--- src/rtl/tl_pkg.sv ---
// Shared definitions for the parametrised traffic light controller:
// lamp codes driven per approach and the controller state encoding.
package tl_pkg;

    localparam logic [1:0] TL_GREEN  = 2'b00;
    localparam logic [1:0] TL_YELLOW = 2'b01;
    localparam logic [1:0] TL_RED    = 2'b10;
    localparam logic [1:0] TL_OFF    = 2'b11;

    typedef enum logic [1:0] {
        ST_GREEN  = 2'd0,
        ST_YELLOW = 2'd1,
        ST_ALLRED = 2'd2,
        ST_FLASH  = 2'd3
    } tl_state_e;

endpackage

--- src/rtl/tl_rr_arbiter.sv ---
// Round-robin search for the next waiting approach after the current phase.
// The current phase itself is never a candidate, so "found" doubles as the
// "some other approach is requesting" indication.
module tl_rr_arbiter
    import tl_pkg::*;
#(
    parameter int N_DIR = 2,
    parameter int PH_W  = 3
) (
    input  logic [N_DIR-1:0] traffic,
    input  logic [PH_W-1:0]  phase,
    output logic [PH_W-1:0]  next_idx,
    output logic             found
);

    function automatic int wrap_idx(input logic [PH_W-1:0] p, input int k);
        int s;
        s = int'(p) + k;
        if (s >= N_DIR) s = s - N_DIR;
        return s;
    endfunction

    logic [N_DIR-1:0] shifted;

    // Scan from the farthest offset down so the nearest requester wins.
    always_comb begin
        next_idx = phase;
        found    = 1'b0;
        shifted  = '0;
        for (int k = N_DIR - 1; k >= 1; k--) begin
            shifted = traffic >> wrap_idx(phase, k);
            if (shifted[0]) begin
                next_idx = PH_W'(wrap_idx(phase, k));
                found    = 1'b1;
            end
        end
    end

endmodule

--- src/rtl/tl_cntr_param.sv ---
// Multi-approach traffic light controller with round-robin service,
// min/max green, yellow and all-red clearance, and a flashing maintenance mode.
//
// state     | meaning
// ----------+-------------------------------------------------------------
// ST_GREEN  | approach "phase" green, all others red
// ST_YELLOW | approach "phase" yellow for YELLOW_T cycles
// ST_ALLRED | every approach red for ALLRED_T cycles
// ST_FLASH  | maintenance: approach 0 blinks yellow, others blink red
module tl_cntr_param
    import tl_pkg::*;
#(
    parameter int N_DIR     = 2,
    parameter int PH_W      = 3,
    parameter int CNT_W     = 8,
    parameter int GREEN_MIN = 4,
    parameter int GREEN_MAX = 16,
    parameter int YELLOW_T  = 2,
    parameter int ALLRED_T  = 1,
    parameter int FLASH_T   = 4
) (
    input  logic                 clk,
    input  logic                 reset_n,
    input  logic [N_DIR-1:0]     traffic,
    input  logic                 flash_en,
    output logic [2*N_DIR-1:0]   lights,
    output logic [PH_W-1:0]      phase,
    output logic                 in_flash
);

    localparam logic [CNT_W-1:0] GMIN_M1 = CNT_W'(GREEN_MIN - 1);
    localparam logic [CNT_W-1:0] GMAX_M1 = CNT_W'(GREEN_MAX - 1);
    localparam logic [CNT_W-1:0] YEL_M1  = CNT_W'(YELLOW_T - 1);
    localparam logic [CNT_W-1:0] AR_M1   = CNT_W'((ALLRED_T == 0) ? 0 : ALLRED_T - 1);
    localparam logic [CNT_W-1:0] FL_M1   = CNT_W'(FLASH_T - 1);

    tl_state_e        state, nxt_state;
    logic [CNT_W-1:0] timer, nxt_timer;
    logic [CNT_W-1:0] fl_cnt, nxt_fl_cnt;
    logic [PH_W-1:0]  next_phase, nxt_next_phase, nxt_phase;
    logic             from_flash, nxt_from_flash;
    logic             blink, nxt_blink;
    logic             clr_exit;
    logic             own_req;
    logic [PH_W-1:0]  arb_idx;
    logic             arb_found;

    tl_rr_arbiter #(
        .N_DIR (N_DIR),
        .PH_W  (PH_W)
    ) u_arb (
        .traffic  (traffic),
        .phase    (phase),
        .next_idx (arb_idx),
        .found    (arb_found)
    );

    assign own_req = |(traffic & (N_DIR'(1) << phase));

    function automatic logic [2*N_DIR-1:0] decode(input tl_state_e st,
                                                  input logic [PH_W-1:0] ph,
                                                  input logic bl);
        logic [2*N_DIR-1:0] v;
        logic [1:0]         c;
        v = '0;
        for (int i = 0; i < N_DIR; i++) begin
            c = TL_RED;
            case (st)
                ST_GREEN:  if (PH_W'(i) == ph) c = TL_GREEN;
                ST_YELLOW: if (PH_W'(i) == ph) c = TL_YELLOW;
                ST_FLASH:  c = bl ? TL_OFF : ((i == 0) ? TL_YELLOW : TL_RED);
                default:   c = TL_RED;
            endcase
            v[2*i +: 2] = c;
        end
        return v;
    endfunction

    // Next-state, phase hand-over, blink and timer computation.
    always_comb begin
        nxt_state      = state;
        nxt_phase      = phase;
        nxt_next_phase = next_phase;
        nxt_from_flash = from_flash;
        nxt_blink      = blink;
        nxt_fl_cnt     = fl_cnt;
        clr_exit       = 1'b0;

        case (state)
            ST_GREEN: begin
                if (timer >= GMIN_M1 &&
                    (flash_en || (arb_found && (!own_req || timer >= GMAX_M1)))) begin
                    nxt_state      = ST_YELLOW;
                    nxt_next_phase = arb_found ? arb_idx : phase;
                end
            end
            ST_YELLOW: begin
                if (timer >= YEL_M1) begin
                    if (ALLRED_T == 0) clr_exit = 1'b1;
                    else               nxt_state = ST_ALLRED;
                end
            end
            ST_ALLRED: begin
                if (timer >= AR_M1) clr_exit = 1'b1;
            end
            default: begin
                if (!flash_en) begin
                    if (ALLRED_T == 0) begin
                        nxt_state = ST_GREEN;
                        nxt_phase = '0;
                    end else begin
                        nxt_state      = ST_ALLRED;
                        nxt_from_flash = 1'b1;
                    end
                end else if (fl_cnt == FL_M1) begin
                    nxt_fl_cnt = '0;
                    nxt_blink  = ~blink;
                end else begin
                    nxt_fl_cnt = fl_cnt + 1'b1;
                end
            end
        endcase

        // End of a clearance interval: flash wins, then a return from flash
        // restarts at approach 0, otherwise hand green to the latched winner.
        if (clr_exit) begin
            if (flash_en) begin
                nxt_state  = ST_FLASH;
                nxt_blink  = 1'b0;
                nxt_fl_cnt = '0;
            end else if (from_flash) begin
                nxt_state      = ST_GREEN;
                nxt_phase      = '0;
                nxt_from_flash = 1'b0;
            end else begin
                nxt_state = ST_GREEN;
                nxt_phase = next_phase;
            end
        end

        if (nxt_state != state)  nxt_timer = '0;
        else if (timer == '1)    nxt_timer = timer;
        else                     nxt_timer = timer + 1'b1;
    end

    // State registers and registered lamp/flag outputs with synchronous reset.
    always_ff @(posedge clk) begin
        if (!reset_n) begin
            state      <= ST_GREEN;
            phase      <= '0;
            timer      <= '0;
            next_phase <= '0;
            from_flash <= 1'b0;
            blink      <= 1'b0;
            fl_cnt     <= '0;
            in_flash   <= 1'b0;
            lights     <= decode(ST_GREEN, PH_W'(0), 1'b0);
        end else begin
            state      <= nxt_state;
            phase      <= nxt_phase;
            timer      <= nxt_timer;
            next_phase <= nxt_next_phase;
            from_flash <= nxt_from_flash;
            blink      <= nxt_blink;
            fl_cnt     <= nxt_fl_cnt;
            in_flash   <= (nxt_state == ST_FLASH);
            lights     <= decode(nxt_state, nxt_phase, nxt_blink);
        end
    end

endmodule
--- config.mk ---
export PLATFORM = sky130hd
export DESIGN_NAME = tl_cntr_param
export DESIGN_NICKNAME = d
export VERILOG_FILES = /design/src/rtl/tl_pkg.sv /design/src/rtl/tl_rr_arbiter.sv /design/src/rtl/tl_cntr_param.sv
export SDC_FILE = /design/constraint.sdc
export NUM_CORES = 1
export LEC_CHECK = 0
export ABC_AREA = 1
export CORE_MARGIN = 8
export CORE_UTILIZATION = 45
export DETAILED_ROUTE_END_ITERATION = 6
export GPL_TIMING_DRIVEN = 0
export PLACE_DENSITY = 0.69
export SLEW_MARGIN = 20
export SYNTH_ARGS = -nofsm -noshare
export SYNTH_HDL_FRONTEND = slang
export SYNTH_SLANG_ARGS = --single-unit
--- constraint.sdc ---
create_clock -name clk -period 4.25 [get_ports clk]
set_clock_uncertainty 0.15 [all_clocks]
set_input_delay 0.6375 -clock clk [delete_from_list [all_inputs] [get_ports clk]]
set_output_delay 0.6375 -clock clk [all_outputs]
set_load 0.05 [all_outputs]
Word-level counts from Yosys, hierarchy flattened

Cells that the tools add are included.

Register bits after elaboration: 31
Input port bits: 5
Output and inout port bits: 8
Logic and storage cells: 81

$add $sub $neg: 4
$lt $le $gt $ge: 5
Equal/unequal tests: 8
Shift-type cells: 2
Multiplexer cells: 38
Bitwise gates (word level): 3
Reduce and logical (&&, ||, !) cells: 12

Operator list:

| kind                                                                                 | count |
|---|---|
| 8-bit 2-to-1 mux                                                                     | 5 |
| 32-bit 2-to-1 mux                                                                    | 1 |
| 2-bit by 32-bit right shift with 1-bit output                                        | 1 |
| 2-bit 2-to-1 mux                                                                     | 10 |
| 2-bit one-hot mux with 3 select lines                                                | 3 |
| 8-bit by 1-bit adder with 8-bit output (second input constant)                       | 2 |
| 8-bit by 1-bit greater-or-equal comparator with 1-bit output (second input constant) | 2 |
| 3-bit 2-to-1 mux                                                                     | 5 |
| 1-bit 2-to-1 mux                                                                     | 14 |
| 8-bit by 2-bit == test with 1-bit output (second input constant)                     | 1 |
| 8-bit == test (second input constant)                                                | 1 |
| 8-bit by 2-bit greater-or-equal comparator with 1-bit output (second input constant) | 1 |
| 8-bit by 4-bit greater-or-equal comparator with 1-bit output (second input constant) | 1 |
| 4-bit by 2-bit subtractor with 5-bit output (second input constant)                  | 1 |
| 3-bit by 1-bit adder with 4-bit output (second input constant)                       | 1 |
| 2-bit by 1-bit == test with 1-bit output (second input constant)                     | 2 |
| 2-bit == test (second input constant)                                                | 2 |
| 4-bit by 2-bit greater-or-equal comparator with 1-bit output (second input constant) | 1 |
| 2-bit zero test                                                                      | 2 |
| 2-bit OR reduction                                                                   | 2 |
| 1-bit by 3-bit == test with 1-bit output (first input constant)                      | 1 |
| 3-bit zero test                                                                      | 1 |
| 3-bit OR reduction                                                                   | 1 |
| 1-bit by 3-bit << shifter with 2-bit output (first input constant)                   | 1 |
| other kinds (7)                                                                      | 10 |

Depth between registers and ports, before layout

Gate-level depths: netlist of run 1.

Depth after elaboration: 13
Gate-level depth with buffers: 15
Mapped depth without buffers: 15

Cells and area by module

Synthesis of run 1 repeated with hierarchy kept, for this count alone.

Cells, all modules: 256
Area total of the unflattened synthesis: 1770.4 sq um

By module, submodules not included:

| module        | instances | cells each | area an instance (sq um) | seq. area each (sq um) |
|---|---|---|---|---|
| tl_cntr_param | 1         | 224        | 1597.8                   | 620.6 |
| tl_rr_arbiter | 1         | 32         | 172.7                    | 0.0 |

Worst setup path before layout of run 1

OpenSTA, ideal clock, no wires.

Kind: reg-to-reg
Start point: register phase[1]
End point: register timer[0]
Library setup time: 0.064 ns
Arrival time: 2.384 ns
Data required time: 4.036 ns
Slack: 1.651 ns
Cell stages (with the launch flop): 16
Path buffers: 0
Period minus slack after synthesis: 2.599 ns
Cells stage by stage: dfxtp_1 > inv_1 > ha_1 > ha_1 > ha_1 > nand2_1 > inv_1 > a21oi_1 > nor2_2 > nand3_2 > nand2_2 > nand2_4 > nand3_4 > nand2_2 > nand3_4 > nor2_2

Cells in the longest elaborated chain, start to end: 13
Elaborated cells between the ends (all ways): 19
Classes of those cells: 2 x add/sub; 1 x order compare; 1 x eq/ne; 2 x shift; 5 x mux; 1 x bitwise; 7 x reduce/logical

Ends and longest elaborated chain:

| element                                                                                                      | RTL line                                 | text |
|---|---|---|
| start, declared                                                                                              | tl_cntr_param.sv:27                      | `output logic [PH_W-1:0] phase,` |
| start signal, assigned                                                                                       | tl_cntr_param.sv:160                     | `phase <= nxt_phase;` |
| 3-bit by 1-bit adder with 4-bit output / 1-bit by 3-bit << shifter with 2-bit output (equally long branches) | tl_rr_arbiter.sv:18, tl_cntr_param.sv:58 |  |
| 4-bit by 2-bit subtractor with 5-bit output (tied with other cells)                                          | tl_rr_arbiter.sv:19                      | `if (s >= N_DIR) s = s - N_DIR;` |
| 32-bit 2-to-1 mux / 2-bit OR reduction (equally long branches)                                               | tl_rr_arbiter.sv:19, tl_cntr_param.sv:58 |  |
| 2-bit by 32-bit right shift with 1-bit output / 1-bit zero test (equally long branches)                      | tl_rr_arbiter.sv:31, tl_cntr_param.sv:92 |  |
| 1-bit 2-to-1 mux / 1-bit logical OR (equally long branches)                                                  | tl_rr_arbiter.sv:32, tl_cntr_param.sv:92 |  |
| 1-bit logical AND *                                                                                          | tl_cntr_param.sv:92                      | `(flash_en \|\| (arb_found && (!own_req \|\| timer >= GMAX_M1)))) begin` |
| 1-bit logical OR *                                                                                           | tl_cntr_param.sv:92                      |  |
| 1-bit logical AND *                                                                                          | tl_cntr_param.sv:91                      | `if (timer >= GMIN_M1 &&` |
| 2-bit 2-to-1 mux *                                                                                           | tl_cntr_param.sv:91                      |  |
| 2-bit one-hot mux with 3 select lines *                                                                      | tl_cntr_param.sv:89                      | `case (state)` |
| 2-bit 2-to-1 mux *                                                                                           | tl_cntr_param.sv:126                     | `if (clr_exit) begin` |
| 2-bit != test *                                                                                              | tl_cntr_param.sv:141                     | `if (nxt_state != state) nxt_timer = '0;` |
| 2-bit OR reduction (no source line) *                                                                        | --                                       |  |
| end signal, assigned                                                                                         | tl_cntr_param.sv:161                     | `timer <= nxt_timer;` |
| end, declared                                                                                                | tl_cntr_param.sv:38                      | `logic [CNT_W-1:0] timer, nxt_timer;` |

Every way passes the cells marked *; elsewhere a longest branch is shown, timed or not.
A chain may end at the register's enable or synchronous reset.

Final worst setup path of run 1

Start point: register phase[1]
End point: register timer[5]

Same word-level chain as after synthesis.

==> results of run 1 <==
power breakdown:
group	internal [mW]	leakage, nW	total [mW]	switching [mW]
clock network	0.114	0.0412	0.222	0.108
logic	0.0813	0.559	0.223	0.142
registers	0.319	0.251	0.338	0.0196
total	0.514	0.850	0.784	0.270
cells in the final DEF (no fill, tap or decap):
| master | Yosys | layout |
|---|---|---|
| sky130_fd_sc_hd__nand2_1 | 51 | 51 |
| sky130_fd_sc_hd__inv_1 | 36 | 36 |
| sky130_fd_sc_hd__dfxtp_1 | 31 | 31 |
| sky130_fd_sc_hd__nor2_1 | 28 | 28 |
| sky130_fd_sc_hd__a21oi_1 | 19 | 19 |
| sky130_fd_sc_hd__clkdlybuf4s50_1 | 0 | 12 |
| sky130_fd_sc_hd__o21ai_0 | 11 | 11 |
| sky130_fd_sc_hd__nand3_1 | 10 | 10 |
| sky130_fd_sc_hd__nor2_2 | 9 | 9 |
| sky130_fd_sc_hd__ha_1 | 8 | 8 |
| sky130_fd_sc_hd__clkbuf_8 | 0 | 5 |
| sky130_fd_sc_hd__nor3_1 | 4 | 4 |
| sky130_fd_sc_hd__xor2_1 | 4 | 4 |
| sky130_fd_sc_hd__nor3_2 | 3 | 3 |
| sky130_fd_sc_hd__xnor2_1 | 2 | 2 |
| sky130_fd_sc_hd__o21ai_1 | 2 | 2 |
| sky130_fd_sc_hd__inv_2 | 2 | 2 |
| sky130_fd_sc_hd__nand3_2 | 2 | 2 |
| sky130_fd_sc_hd__nand2_2 | 2 | 2 |
| sky130_fd_sc_hd__nand3_4 | 2 | 2 |
| sky130_fd_sc_hd__clkbuf_1 | 1 | 2 |
| sky130_fd_sc_hd__o31ai_1 | 2 | 2 |
| sky130_fd_sc_hd__nand4_1 | 2 | 2 |
| sky130_fd_sc_hd__buf_2 | 1 | 1 |
| sky130_fd_sc_hd__nand2_4 | 1 | 1 |
| sky130_fd_sc_hd__buf_4 | 1 | 1 |
| sky130_fd_sc_hd__nor4_2 | 1 | 1 |
| sky130_fd_sc_hd__nand4_2 | 1 | 1 |
| sky130_fd_sc_hd__nor2_4 | 1 | 1 |
| sky130_fd_sc_hd__or2_2 | 1 | 1 |
| sky130_fd_sc_hd__o21bai_1 | 1 | 1 |
| sky130_fd_sc_hd__clkinv_1 | 1 | 1 |
| sky130_fd_sc_hd__a31o_2 | 1 | 1 |
| sky130_fd_sc_hd__clkinv_2 | 0 | 1 |
| sky130_fd_sc_hd__clkinvlp_4 | 0 | 1 |
per-stage QoR:
| step | hold slack (ps) | util | area (sq um) |
|---|---|---|---|
| 2_1_floorplan | 280 | - | 1710 |
| 3_5_place_dp | 305 | 0.517 | 1890 |
| 3_3_place_gp | 294 | 0.517 | 1890 |
| 6_report | 314 | 0.541 | 1980 |
| 4_1_cts | 315 | 0.541 | 1980 |
| 5_1_grt | 341 | 0.541 | 1980 |
cells by family after synthesis:
logic type,count (synthesis)
compound gates,36
simple gates,118
flops,31
xor+xnor,6
buf+inv,42
fa+ha+maj,8
worst max-delay path: cells and delay by family (launching register included):
family | cells | cell delay (ps)
adders and majority gates | 3 | 760
and+or+nand+nor | 9 | 770
DFF | 1 | 450
AOI/OAI and AO/OA | 1 | 140
buffers and inverters | 2 | 110
how the worst min path moves through the flow:
stage | start | slack [ps] | to
6_report | next_phase[2] | 310 | next_phase[2]
5_1_grt | flip-flop | 340 | flip-flop
4_1_cts | next_phase[2] | 320 | next_phase[2]
3_5_place_dp | flip-flop | 300 | flip-flop
3_3_place_gp | next_phase[2] | 290 | next_phase[2]
2_1_floorplan | next_phase[1] | 280 | next_phase[1]
area by class of cell:
type	instances	share of cell area
Inverter	39	0.0740
Timing Repair Buffer	12	0.0607
Tap cell	48	0.0303
Multi-Input combinational cell	168	0.470
Sequential cell	31	0.314
Buffer	3	0.00822
Clock buffer	6	0.0367
Clock inverter	2	0.00632
layer usage:
layer,vias up,wire length [um]
met5,-,0
met4,0,57
met3,6,104
met2,22,1440
met1,637,1540
li1,804,-
==> summary.md, run 1 <==
| Metric | Value |
|---|---|
| CTS tree | `done` |
| Fill cell count | `370` |
| Depth of the most critical reg-to-reg path | `15` |
| First-pass GRT wire length | `around 6000 um` |
| Iteration-0 DRC Markers | `50` |
| Number of vias after detailed routing | `approximately 1,500` |
| Footprint of the flip-flops and latches | `~620 sq um` |
| Worst Path Arrival | `around 2500 ps` |
| Most used DFF post-synth | `sky130_fd_sc_hd__dfxtp_1` |
| Number of nets produced by synthesis | `roughly 250` |
| Peak supply drop | `around 0.00016 V` |
| Multi-input combinational cell area | `between 900 and 1000 sq um` |
| Library cell with the highest instance count after synthesis | `sky130_fd_sc_hd__nand2_1` |
| Minimum clock period after layout | `2470 ps` |
| Outcome | `completed` |
| Main combinational cell family by area after synthesis | `simple AND/OR/NAND/NOR gates` |
| Initial antenna violation count | `0` |
| Critical path's slowest cell | `sky130_fd_sc_hd__dfxtp_1` |
| Diode insertion count for antenna repair | `0` |
| Max FO, Critical Path | `8` |
| Area growth from synthesis to layout | `15.5%` |
| Total congestion overflow after global routing | `0` |
| Fraction of synthesized area in multiplexers | `0` |
| Area fraction in compound gates after synthesis | `0.112` |
| WHS Path Cells | `2` |
| Remaining max-slew budget at the tightest pin | `0.666` |
| Max Cap Violations | `0` |
| Number of setup violations in the final report | `0` |
| Number of rows created at floorplan | `22` |
| GRT met3 Usage | `0.0288` |
| Final total power | `between 0.7 and 0.8 mW` |
| Number of cells after detailed placement | `301` |
| Final estimated routing congestion in global placement | `between 0.7 and 0.8` |
| Worst slew pin tran | `approximately 500 ps` |
| Die Outline Area | `6040 sq um` |
| Biggest area consumer among synthesized cells | `sky130_fd_sc_hd__dfxtp_1` |
| Met1 global-route usage | `0.136` |
| Post-route fraction of the period consumed by the critical path | `0.582` |
| Avg WL per Cell | `~10 um` |
| I/O Buffers | `12` |
| Final Non-Filler Cells | `309` |
| Vias in the first global route | `approximately 1,400` |
| Number of pins exceeding their max-slew limit in the final report | `0` |
| H-Tree Level Count | `2` |
| Count of flip-flops with a built-in enable after synthesis | `0` |
| Most frequent cells after synthesis | `51 x sky130_fd_sc_hd__nand2_1, 36 x sky130_fd_sc_hd__inv_1, 31 x sky130_fd_sc_hd__dfxtp_1` |
| Global-route usage over all layers | `0.118` |
| Mapped Area | `1710 sq um` |
| Top cell type's share of synthesized area | `0.362` |
| I/O pin count | `13` |
| Pre-CTS setup slack | `approximately 1800 ps` |
| Busiest layer in global routing | `met2` |
| Post-detailed-routing wire length | `~3100 um` |
| Hold violation count in the final report | `0` |
| Clock root cell | `sky130_fd_sc_hd__clkbuf_8` |
| Peak clock frequency supported by timing | `0.404 GHz` |
| Launch point of the worst reg-to-reg path | `phase[1]` |
| Register area share after synthesis | `0.362` |
| X dimension of the die | `77.7 um` |
| Met2 Use GR | `0.197` |
| Setup crit start kind | `flip-flop` |
| Number of gates given a new drive strength after cts | `0` |
| Crit path cell chain | `inv_1 -> ha_1 -> ha_1 -> ha_1 -> nand2_1 -> inv_1 -> a21oi_1 -> nor2_2 -> nand3_2 -> nand2_2 -> nand2_4 -> nand3_4 -> nand2_2 -> nand3_4 -> nor2_2` |
| DR DRC count | `0` |
| Effective utilization at floorplan | `0.468` |
| Required time of the critical path | `between 4000 and 5000 ps` |
| Capture instance of the worst register-to-register path | `timer[5]` |
| Half-perimeter wire length after detailed placement | `2340 um` |
| Class of the most critical setup path | `flip-flop to flip-flop` |
| Post-CTS Setup Bufs | `0` |
| Count of warnings emitted by yosys | `0` |
| Worst hold path type | `flip-flop to flip-flop` |
| Power Density | `396 nW/um^2` |
| Reg2reg setup slack | `around 1800 ps` |
| Quantity of hold-fixing buffers added after cts | `0` |
| Setup crit start | `phase[1]` |
| Number of nets in the layout | `273` |
| Number of standard cells after synthesis | `~240` |
| Buffers from clock root to sink, at most | `2` |
| Clock latency at the later pin of the worst-skew pair | `between 200 and 300 ps` |
| Detailed Routing Iterations Pass 1 | `4` |
| Number of buffers added by the clock tree synthesis step | `5` |
| Per-cell via count in the routed design | `between 4 and 5` |
| Fraction of layout cells with a size suffix above 1 | `0.134` |
| Capturing instance or port of the critical path | `timer[5]` |
| Worst Setup Slack, final | `roughly 1800 ps` |
| Share of async-settable or async-resettable flops after synthesis | `0` |
| Adder-Cell Fraction of Synth Area | `0.0584` |
| Setup tns final | `0 ps` |
| Fraction of synthesized cell area in xor and xnor cells | `0.0307` |
| Largest net degree at the start of global routing | `11` |
| Number of clock sinks seen by CTS | `31` |
| Most common cell on crit path | `sky130_fd_sc_hd__ha_1` |
| Library cells used by synthesis | `31` |
| Top post-synthesis cells by area | `sky130_fd_sc_hd__dfxtp_1 36%, sky130_fd_sc_hd__nand2_1 11%, sky130_fd_sc_hd__inv_1 7.9%, sky130_fd_sc_hd__nor2_1 6.1%, sky130_fd_sc_hd__ha_1 5.8%` |
| Flops & latches, synth | `31` |
| Clock edge transition at the registers on the reported setup and hold paths | `70 ps` |
| Endpoint kind of the worst setup timing path | `flip-flop` |
| Floorplan Core Area | `between 3000 and 4000 sq um` |
| Static leakage | `about 0.85 nW` |
| Area fraction in and, or, nand and nor cells after synthesis | `0.342` |
| Syn_area_per_cell | `7.11 sq um` |
| Die Height | `77.7 um` |
| Detail Route Antenna Nets | `0` |
| Setup repair after global routing missed its margin | `false` |
| Delay of the slowest cell on the worst path | `approximately 450 ps` |
No activity file was read; power rests on OpenSTA's default activity.
==> inputs of run 2 (changes only) <==
==> constraint.sdc (replaced) <==
create_clock -name clk -period 2.5 [get_ports clk]
set_clock_uncertainty 0.15 [all_clocks]
set_input_delay 0.375 -clock clk [delete_from_list [all_inputs] [get_ports clk]]
set_output_delay 0.375 -clock clk [all_outputs]
set_load 0.05 [all_outputs]
==> run 2 against run 1 <==
  * Wire length up 2.0%
  * Fmax up 6.8%
  * Largest power group unchanged
  * First-iteration DRC count up 14%
  * Core utilization up 1.9 points
  * Non-clock buffer count up 1
  * Sequential share of layout area down 0.81 points
  * Global-route usage down 0.43 points
  * Design area up 3.5%
  * Hold slack worse by 5.7 ps
  * Register-to-register slack worse by 1600 ps
==> summary.md, run 2 (synthesis gave the netlist of run 1 again) <==
| Metric | Value |
|---|---|
| Outcome | `completed` |
| Vias in the first global route | `1,323 (-6.5%)` |
| Number of nets in the layout | `274 (+0.37%)` |
| Final std cell area, no fill | `2050 sq um (+3.5%)` |
| Dpl cell area | `1900 sq um (+0.13%)` |
| Minimum clock period after layout | `2320 ps (-157 ps)` |
| Global-route usage over all layers | `0.114 (-0.00427)` |
| Clock latency at the later pin of the worst-skew pair | `280 ps (about the same)` |
| Max FO, Critical Path | `8 (unchanged)` |
| Combinational fraction of design power | `0.267 (-0.018)` |
| Static leakage | `0.878 nW (+3.2%)` |
| Worst hold path type | `flip-flop to flip-flop` |
| Largest net degree at the start of global routing | `11 (unchanged)` |
| Diode insertion count for antenna repair | `0 (unchanged)` |
| First-pass GRT wire length | `5640 um (-5.7%)` |
| Remaining max-slew budget at the tightest pin | `0.663 (-0.00321)` |
| Clock edge transition at the registers on the reported setup and hold paths | `60 ps (about the same)` |
| Post-detailed-routing wire length | `3200 um (+2.0%)` |
| Die Outline Area | `6040 sq um (unchanged)` |
| Switching Power | `0.461 mW (+71%)` |
| Worst Path Arrival | `2390 ps (-150 ps)` |
| Hold violation count in the final report | `0 (unchanged)` |
| Peak supply drop | `0.000499 V (+210%)` |
| Detail Route Antenna Nets | `0 (unchanged)` |
| Net switching fraction of the power | `0.314 (-0.0302)` |
| Total congestion overflow after global routing | `0 (unchanged)` |
| Effective utilization at floorplan | `0.468 (unchanged)` |
| Peak clock frequency supported by timing | `0.432 GHz (+6.8%)` |
| I/O pin count | `13 (unchanged)` |
| Avg WL per Cell | `10.3 um (+1.6%)` |
| Number of pins exceeding their max-slew limit in the final report | `0 (unchanged)` |
| I/O Buffers | `12 (unchanged)` |
| H-Tree Level Count | `2 (unchanged)` |
| Fraction of layout cells with a size suffix above 1 | `0.160 (+0.0262)` |
| Die Height | `77.7 um (unchanged)` |
| Quantity of hold-fixing buffers added after cts | `0 (unchanged)` |
| Power Density | `717 nW/um^2 (+81%)` |
| Area growth from synthesis to layout | `19.5%` |
| Worst slew pin tran | `504 ps (+4.80 ps)` |
| Number of vias after detailed routing | `1,460 (-0.61%)` |
| Busiest layer in global routing | `met2` |
| Leading cell types in the layout, fill and taps excluded | `51 x sky130_fd_sc_hd__nand2_1, 36 x sky130_fd_sc_hd__inv_1, 29 x sky130_fd_sc_hd__dfxtp_1, 28 x sky130_fd_sc_hd__nor2_1, 18 x sky130_fd_sc_hd__a21oi_1` |
| Setup repair after global routing missed its margin | `false` |
| Max Cap Violations | `0 (unchanged)` |
| Clock network fraction of design power | `0.342 (+0.059)` |
| Final total power | `1.47 mW (+87%)` |
| Number of buffers added by the clock tree synthesis step | `5 (unchanged)` |
| Detailed Routing Iterations Pass 1 | `4 (unchanged)` |
| Multi-input combinational cell area | `955 sq um (+2.6%)` |
| Final estimated routing congestion in global placement | `0.788 (+3.0%)` |
| CTS tree | `done` |
| Required time of the critical path | `2570 ps (-1740 ps)` |
| DR DRC count | `0 (unchanged)` |
| Met2 Use GR | `0.182 (-0.0150)` |
| Met1 global-route usage | `0.132 (-0.00456)` |
| GRT met3 Usage | `0.0369 (+0.00806)` |
| Number of rows created at floorplan | `22 (unchanged)` |
| Footprint of the flip-flops and latches | `626 sq um (+0.81%)` |
| Class of the most critical setup path | `flip-flop to flip-flop` |
| Initial antenna violation count | `0 (unchanged)` |
| Number of setup violations in the final report | `0 (unchanged)` |
| Most common cell after layout, fill and taps aside | `sky130_fd_sc_hd__nand2_1` |
| Setup crit start kind | `flip-flop` |
| Per-cell via count in the routed design | `4.71 (-0.93%)` |
| Iteration-0 DRC Markers | `57 (+14%)` |
| Fill cell count | `349 (-5.7%)` |
| Internal Pwr Total | `1.01 mW (+96%)` |
| Setup tns final | `0 ps (unchanged)` |
| Buffers from clock root to sink, at most | `2 (unchanged)` |
| Floorplan Core Area | `3660 sq um (unchanged)` |
| X dimension of the die | `77.7 um (unchanged)` |
| Post-route fraction of the period consumed by the critical path | `0.927 (+0.345)` |
| Number of clock sinks seen by CTS | `31 (unchanged)` |
| Power share of the sequential group | `0.391 (-0.041)` |
| Endpoint kind of the worst setup timing path | `flip-flop` |
| Clock root cell | `sky130_fd_sc_hd__clkbuf_8` |
| Half-perimeter wire length after detailed placement | `2340 um (+0.24%)` |
-- run 2: timing repair --
item / 4_1_cts / 5_1_grt
resized for setup: 0 / 4
setup buffers: 0 / 1
endpoints found under the setup margin: 0 / 8
-- run 2: metrics by stage --
| step | hold slack, ps | utilization | setup slack (ps) | std cells |
|---|---|---|---|---|
| 3_3_place_gp | 293 | 0.518 | 149 | 301 |
| 3_5_place_dp | 301 | 0.518 | 124 | 301 |
| 2_1_floorplan | 280 | - | 106 | 241 |
| 5_1_grt | 335 | 0.559 | 0.778 | 310 |
| 4_1_cts | 311 | 0.550 | 106 | 309 |
| 6_report | 308 | 0.559 | 183 | 310 |
-- run 2: worst max-delay path: stages, from the launching register on --
cell	delay, ps
sky130_fd_sc_hd__dfxtp_4	360
sky130_fd_sc_hd__ha_1	210
sky130_fd_sc_hd__xnor2_2	150
sky130_fd_sc_hd__ha_1	200
sky130_fd_sc_hd__ha_1	260
sky130_fd_sc_hd__nand2_1	60
sky130_fd_sc_hd__inv_1	40
sky130_fd_sc_hd__a21oi_2	120
sky130_fd_sc_hd__nor2_2	50
sky130_fd_sc_hd__nand3_2	50
sky130_fd_sc_hd__nand2_2	60
sky130_fd_sc_hd__nand2_4	90
sky130_fd_sc_hd__nand3_4	80
sky130_fd_sc_hd__nand2_2	80
sky130_fd_sc_hd__nand3_4	140
sky130_fd_sc_hd__nor2_2	130
-- run 2: area by class of cell --
cell class	instances	share of cell area
repair buffers	13	0.0623
flip-flops and latches	31	0.305
multi-input cells	168	0.466
well taps	48	0.0293
clock buffers	6	0.0403
plain buffers	3	0.00794
inverters	39	0.0715
clock inverters	2	0.0171
-- run 2: routing by layer --
metal / share of wire / up-vias
met3: 0.029 / 4
met2: 0.46 / 13
met1: 0.49 / 640
met5: 0 / -
met4: 0.019 / 0
li1: - / 803
-- run 2: power by group through the flow --
stage                     combinational, mW  clock (mW)  sequential (mW)
final                                 0.392       0.502            0.575
after global placement                0.379           0            0.585
after global routing                  0.446       0.537            0.581
after detailed placement              0.389           0            0.586
after CTS                             0.391       0.518            0.575
after floorplan                       0.286           0            0.606
-- run 2: path summary, 6_finish.rpt --
path	start	to	slack (ps)	cells past startpoint
hold reg to reg	next_phase[1]	next_phase[1]	310	2
hold / removal	next_phase[1]	next_phase[1]	310	2
setup reg to reg	phase[1]	timer[2]	180	15
setup / recovery	phase[1]	timer[2]	180	15
==> edit 1, RTL diff (flow settings as in run 1) <==
`PH_W` is set to 3 in 2 places; all go to 6.
--- a/src/rtl/tl_rr_arbiter.sv
+++ b/src/rtl/tl_rr_arbiter.sv
@@ -5,7 +5,7 @@
     import tl_pkg::*;
 #(
     parameter int N_DIR = 2,
-    parameter int PH_W  = 3
+    parameter int PH_W  = 6
 ) (
     input  logic [N_DIR-1:0] traffic,
     input  logic [PH_W-1:0]  phase,
--- a/src/rtl/tl_cntr_param.sv
+++ b/src/rtl/tl_cntr_param.sv
@@ -11,7 +11,7 @@
     import tl_pkg::*;
 #(
     parameter int N_DIR     = 2,
-    parameter int PH_W      = 3,
+    parameter int PH_W      = 6,
     parameter int CNT_W     = 8,
     parameter int GREEN_MIN = 4,
     parameter int GREEN_MAX = 16,
Ports: changed (resized phase); port bits go from 13 to 16. No check against the original RTL was run, so the function may have changed too.
==> edit 1 against run 1 <==
- cell count increased by 24%
- cell area increased by 24%
- non-clock buffer count increased by 5
- wire length increased by 36%
- sequential cell count increased by 6
- power increased by 18%
- setup slack got worse by 140 ps
- clock power increased by 37%
- count of clock-buffer cells in the layout decreased by 1
- via count increased by 30%
- worst hold slack got worse by 11 ps
- area after synthesis increased by 24%
- largest cell class unchanged
- largest power group unchanged
==> edit 1: results (changes against run 1) <==
- Status: finished, final reports clean
- Crit path DAT: 2650 ps (+110 ps)
- Leakage Power: 0.985 nW (+16%)
- Layout cells sized above 1: 0.124 (-0.00986)
- Vias in the first global route: 1780 (+26%)
- Top_reg_cell synth: dfxtp_1
- Clock Tree Buf Depth: 2 (unchanged)
- Layout clock area frac: 0.0468 (+0.00386)
- Flops & latches, synth: 37 (+19%)
- Post-synthesis adder-cell area fraction: 0.0412 (-0.0172)
- Metal2 WL: 1970 µm (+37%)
- Met1 WL: 2090 µm (+36%)
- Post-synthesis sequential area ratio: 0.349 (-0.0134)
- DR iter-0 viols: 64 (+28%)
- Syn nets: 319 (+26%)
- Final Net Count: 341 (+25%)
- IO buf count: 15 (+3)
- GPL Wtd Cong: 0.849 (+11%)
- Inverters: 57 (+46%)
- Met1 Usage GRT: 0.148 (+0.0117)
- Largest cells by area after synthesis: dfxtp_1, inv_1, nand2_1, nor2_1, nand3_1
- Multi-input comb cells: 208 (+24%)
- Synth Area in Compound Gates: 0.143 (+0.0308)
- Max incr delay on CP: 470 ps (+20 ps)
- Synth Warn #: 0 (unchanged)
- Critical path's top delay family: buffers and inverters
- Clock latency on the worst-skew pair: between 200 and 300 ps
- Met3 Routed Length: 168 µm (+62%)
- Drt pass-1 iters: 4 (unchanged)
- CTS H-Tree Depth: 2 (unchanged)
- Slowest stage cell, crit path: clkdlybuf4s50_1
- Uppermost layer routed: met4
- FF/Latch Area: 741 µm² (+19%)
- Bufs w/o clock: 20 (+5)
- Pre-CTS setup slack: 1360 ps (-410 ps)
- Met3 Usage GRT: 0.0312 (+0.00242)
- Max VDD drop: 0.266 mV (+63%)
- Avg Vias per Cell: 4.98 (+4.8%)
- # fillers: 470 (+27%)
- Largest net degree at the start of global routing: 14 (+3)
- Sw frac: 0.315 (-0.0287)
- CP max FO: 10 (+2)
- Xor/xnor cell area share of the yosys netlist: 0.0206 (-0.0100)
- Slew Viols, Final: 0 (unchanged)
- Initial antenna violation count: 0 (unchanged)
- Mux contribution to synthesized area: 0.00530 (+0.00530)
- Top cells by count, synth: inv_1, nand2_1, dfxtp_1
- Buffering overhead: 0.0779 (+0.00900)
- GR Util met2: 0.210 (+0.0133)
- DP Wirelength: 3280 µm (+40%)
- Worst-Margin Slew: 799 ps (+300 ps)
- Overall routing resource usage: 0.125 (+0.00694)
- Multi-input gate share of total cell area: 0.459 (-0.0110)
- First-pass GRT wire length: 7470 µm (+25%)
- Final WL: 4270 µm (+36%)
## edit 1: cell count changes in the layout (fill, tap and decap cells not counted), moves of 4 or more
| cell | run 1 | this run |
|---|---|---|
| nor2_2 | 9 | 14 |
| nor3_1 | 4 | 11 |
| a21oi_1 | 19 | 15 |
| dfxtp_1 | 31 | 37 |
| nand3_1 | 10 | 18 |
| inv_1 | 36 | 57 |
## edit 1: final timing paths
check | slack, ps | endpoint | depth (start not counted) | start
max | 1640 | lights[1]$_SDFF_PN0_ | 12 | flash_en
min | 300 | next_phase[5]$_SDFFE_PN0P_ | 2 | next_phase[5]$_SDFFE_PN0P_
max reg2reg | 1650 | timer[1]$_SDFFE_PP0P_ | 19 | phase[0]$_SDFF_PN0_
min reg2reg | 300 | next_phase[5]$_SDFFE_PN0P_ | 2 | next_phase[5]$_SDFFE_PN0P_
## edit 1: logic make-up (layout without fill, tap and decap cells)
logic type	count (synthesis)	in the layout
multiplexers	1	1
XOR/XNOR	5	5
buffers and inverters	62	85
AO/OA/AOI/OAI	50	50
AND/OR/NAND/NOR	145	145
flip-flops	37	37
adder cells (fa/ha/maj)	7	7
## edit 1: worst min-delay path, cell delays in order (launching register included)
cell and delay [ps]:
dfxtp_1 300, inv_1 60, a21oi_1 50
## edit 1: stage by stage
stage | std cells | power (mW) | instance area, µm²
2_1_floorplan | 307 | 0.586 | 2120
3_3_place_gp | 376 | 0.632 | 2340
3_5_place_dp | 376 | 0.634 | 2340
4_1_cts | 384 | 0.942 | 2460
5_1_grt | 384 | 0.987 | 2460
6_report | 384 | 0.928 | 2460
## edit 1: power by group through the flow
stage,registers [mW],logic [mW],clock network [mW]
CTS,0.403,0.225,0.314
global placement,0.411,0.221,0
detailed placement,0.411,0.224,0
global route,0.407,0.253,0.327
floorplan,0.422,0.164,0
finish,0.403,0.221,0.304
==> edit 2, RTL diff (settings of run 1) <==
Made on the original files. Remove the register `lights`: a continuous assignment takes its place, so the output `lights` follows one clock earlier.
--- a/src/rtl/tl_cntr_param.sv
+++ b/src/rtl/tl_cntr_param.sv
@@ -154,7 +154,6 @@
             blink      <= 1'b0;
             fl_cnt     <= '0;
             in_flash   <= 1'b0;
-            lights     <= decode(ST_GREEN, PH_W'(0), 1'b0);
         end else begin
             state      <= nxt_state;
             phase      <= nxt_phase;
@@ -164,8 +163,9 @@
             blink      <= nxt_blink;
             fl_cnt     <= nxt_fl_cnt;
             in_flash   <= (nxt_state == ST_FLASH);
-            lights     <= decode(nxt_state, nxt_phase, nxt_blink);
         end
     end
 
+    assign lights = decode(nxt_state, nxt_phase, nxt_blink);
+
 endmodule
Function: changed (a bounded check fails within 4 cycles, from zero or initial values and one cycle with reset_n low).
==> edit 2 against run 1 <==
- power fell by 20%
- setup slack worse by 1300 ps
- combinational power shrank 3%
- worst hold slack better by 6.0 ps
- critical path type is now register to output pin
- sequential cell count shrank 4
- wire length down 0.80%
- register-to-register slack got worse by 40 ps
- cell area is 6.8% lower
- area after synthesis shrank 4.3%
- clock power fell by 49%
==> edit 2: results (changes against run 1) <==
- Status: finished, final reports clean
- DR iter-0 viols: 70 (+40%)
- Async S/R FF share, synth: 0 (unchanged)
- Comb power frac: 0.347 (+0.062)
- DP Wirelength: 2310 µm (-1.2%)
- Final Net Count: 252 (-7.7%)
- Largest net degree at the start of global routing: 16 (+5)
- Crit path DAT: 2940 ps (+400 ps)
- Clock Tree Buf Depth: 2 (unchanged)
- Final WL: 3110 µm (-0.80%)
- Reg clk slew, reported paths: 150 ps (+80 ps)
- Layout cells sized above 1: 0.143 (+0.00876)
- Root buffer cell: clkbuf_4
- P_sw: 0.238 mW (-12%)
- Via count: 1400 (-4.7%)
- Post-synthesis sequential area ratio: 0.330 (-0.0325)
- Critical R2R Capture: timer[7]$_SDFFE_PP0P_
- Overall routing resource usage: 0.110 (-0.00837)
- Top cells by count, synth: nand2_1, dfxtp_1, nor2_1
- CP max FO: 7 (-1)
- Minimum hold slack: 320 ps (+6.04 ps)
- Syn nets: 236 (-7.1%)
- Drt pass-1 iters: 4 (unchanged)
- Die width: 76.4 µm (-1.7%)
- Slew margin rel.: 0.658 (-0.00877)
- Hold Crit Class: register to register
- Distinct cells, synth: 37 (+19%)
- IO buf count: 11 (-1)
- First-pass GRT wire length: 5500 µm (-8.0%)
- Clock latency on the worst-skew pair: 330 ps (+50 ps)
- Top_reg_cell synth: dfxtp_1
- Largest cells by area after synthesis: dfxtp_1, nand2_1, nor2_1, ha_1, inv_1
- # diodes: 0 (unchanged)
- Max VDD drop: 0.224 mV (+37%)
- Post-Layout Cell Count: 286 (-7.4%)
- Slowest stage cell, crit path: dfxtp_1
- CTS H-Tree Depth: 1 (-1)
- Synth Warn #: 0 (unchanged)
- Mapped Cells: 223 (-7.5%)
- Reg-to-Reg Start: phase[1]$_SDFF_PN0_
- GPL Wtd Cong: 0.797 (+4.1%)
- Sequential power: 0.294 mW (-13%)
- Total CTS buffers: 3 (-2)
- Startpoint Class: register
- Endpoints failing setup: 0 (unchanged)
- Initial antenna violation count: 0 (unchanged)
- Max incr delay on CP: 500 ps (+50 ps)
- Vias in the first global route: 1297 (-8.3%)
- R2r setup slk: 1740 ps (-40 ps)
- DP Area: 1810 µm² (-4.4%)
- Worst Reg-to-Reg Cells: 14 (-1)
- DP Cell Count: 282 (-6.3%)
- Leakage Power: 0.822 nW (-3.4%)
-- edit 2: per-layer routing --
layer	GRT usage	routed length [µm]	up-vias
met2	0.181	1360	28
met3	0.0248	126	6
met5	0	0	-
met1	0.135	1580	610
met4	0.0423	50	0
li1	-	-	756
-- edit 2: layout make-up --
type                       count  area [µm²]
sequential                    27         541
tap                           48        60.1
clock inverter                 1        5.00
timing repair buffer          11         118
inverter                      31         130
clock buffer                   3        22.5
multi-input combinational    161         947
buffer                         4        22.5
fill                         361        1730
-- edit 2: worst max path at each step --
stage                end
2_1_floorplan  lights[0]
3_3_place_gp   lights[2]
3_5_place_dp   lights[2]
4_1_cts        lights[0]
5_1_grt        lights[0]
6_report       lights[0]
-- edit 2: cells by family after synthesis --
| family | Yosys count | share of synthesized area |
|---|---|---|
| AND/OR/NAND/NOR | 110 | 0.356 |
| adder cells (fa/ha/maj) | 8 | 0.0610 |
| XOR/XNOR | 7 | 0.0374 |
| flip-flops | 27 | 0.330 |
| AO/OA/AOI/OAI | 36 | 0.123 |
| buffers and inverters | 35 | 0.0931 |
-- edit 2: stage by stage --
step / worst slack, ps / power, mW
floorplan: 558 / 0.473
global placement: 500 / 0.516
detailed placement: 491 / 0.520
CTS: 135 / 0.637
global route: 269 / 0.669
finish: 524 / 0.626
-- edit 2: worst max-delay path, delay by kind of cell (launching register included) --
kind | cells | cell delay [ps]
buffers and inverters | 4 | 630
AND/OR/NAND/NOR | 6 | 500
flip-flops | 1 | 500
adder cells (fa/ha/maj) | 3 | 760
AO/OA/AOI/OAI | 2 | 200
-- edit 2: what timing repair did --
item	4_1_cts	5_1_grt
hold buffers	0	0
endpoints found under the setup margin	0	3
resized for setup	0	3
endpoints found under the hold margin	0	0
setup buffers	0	0
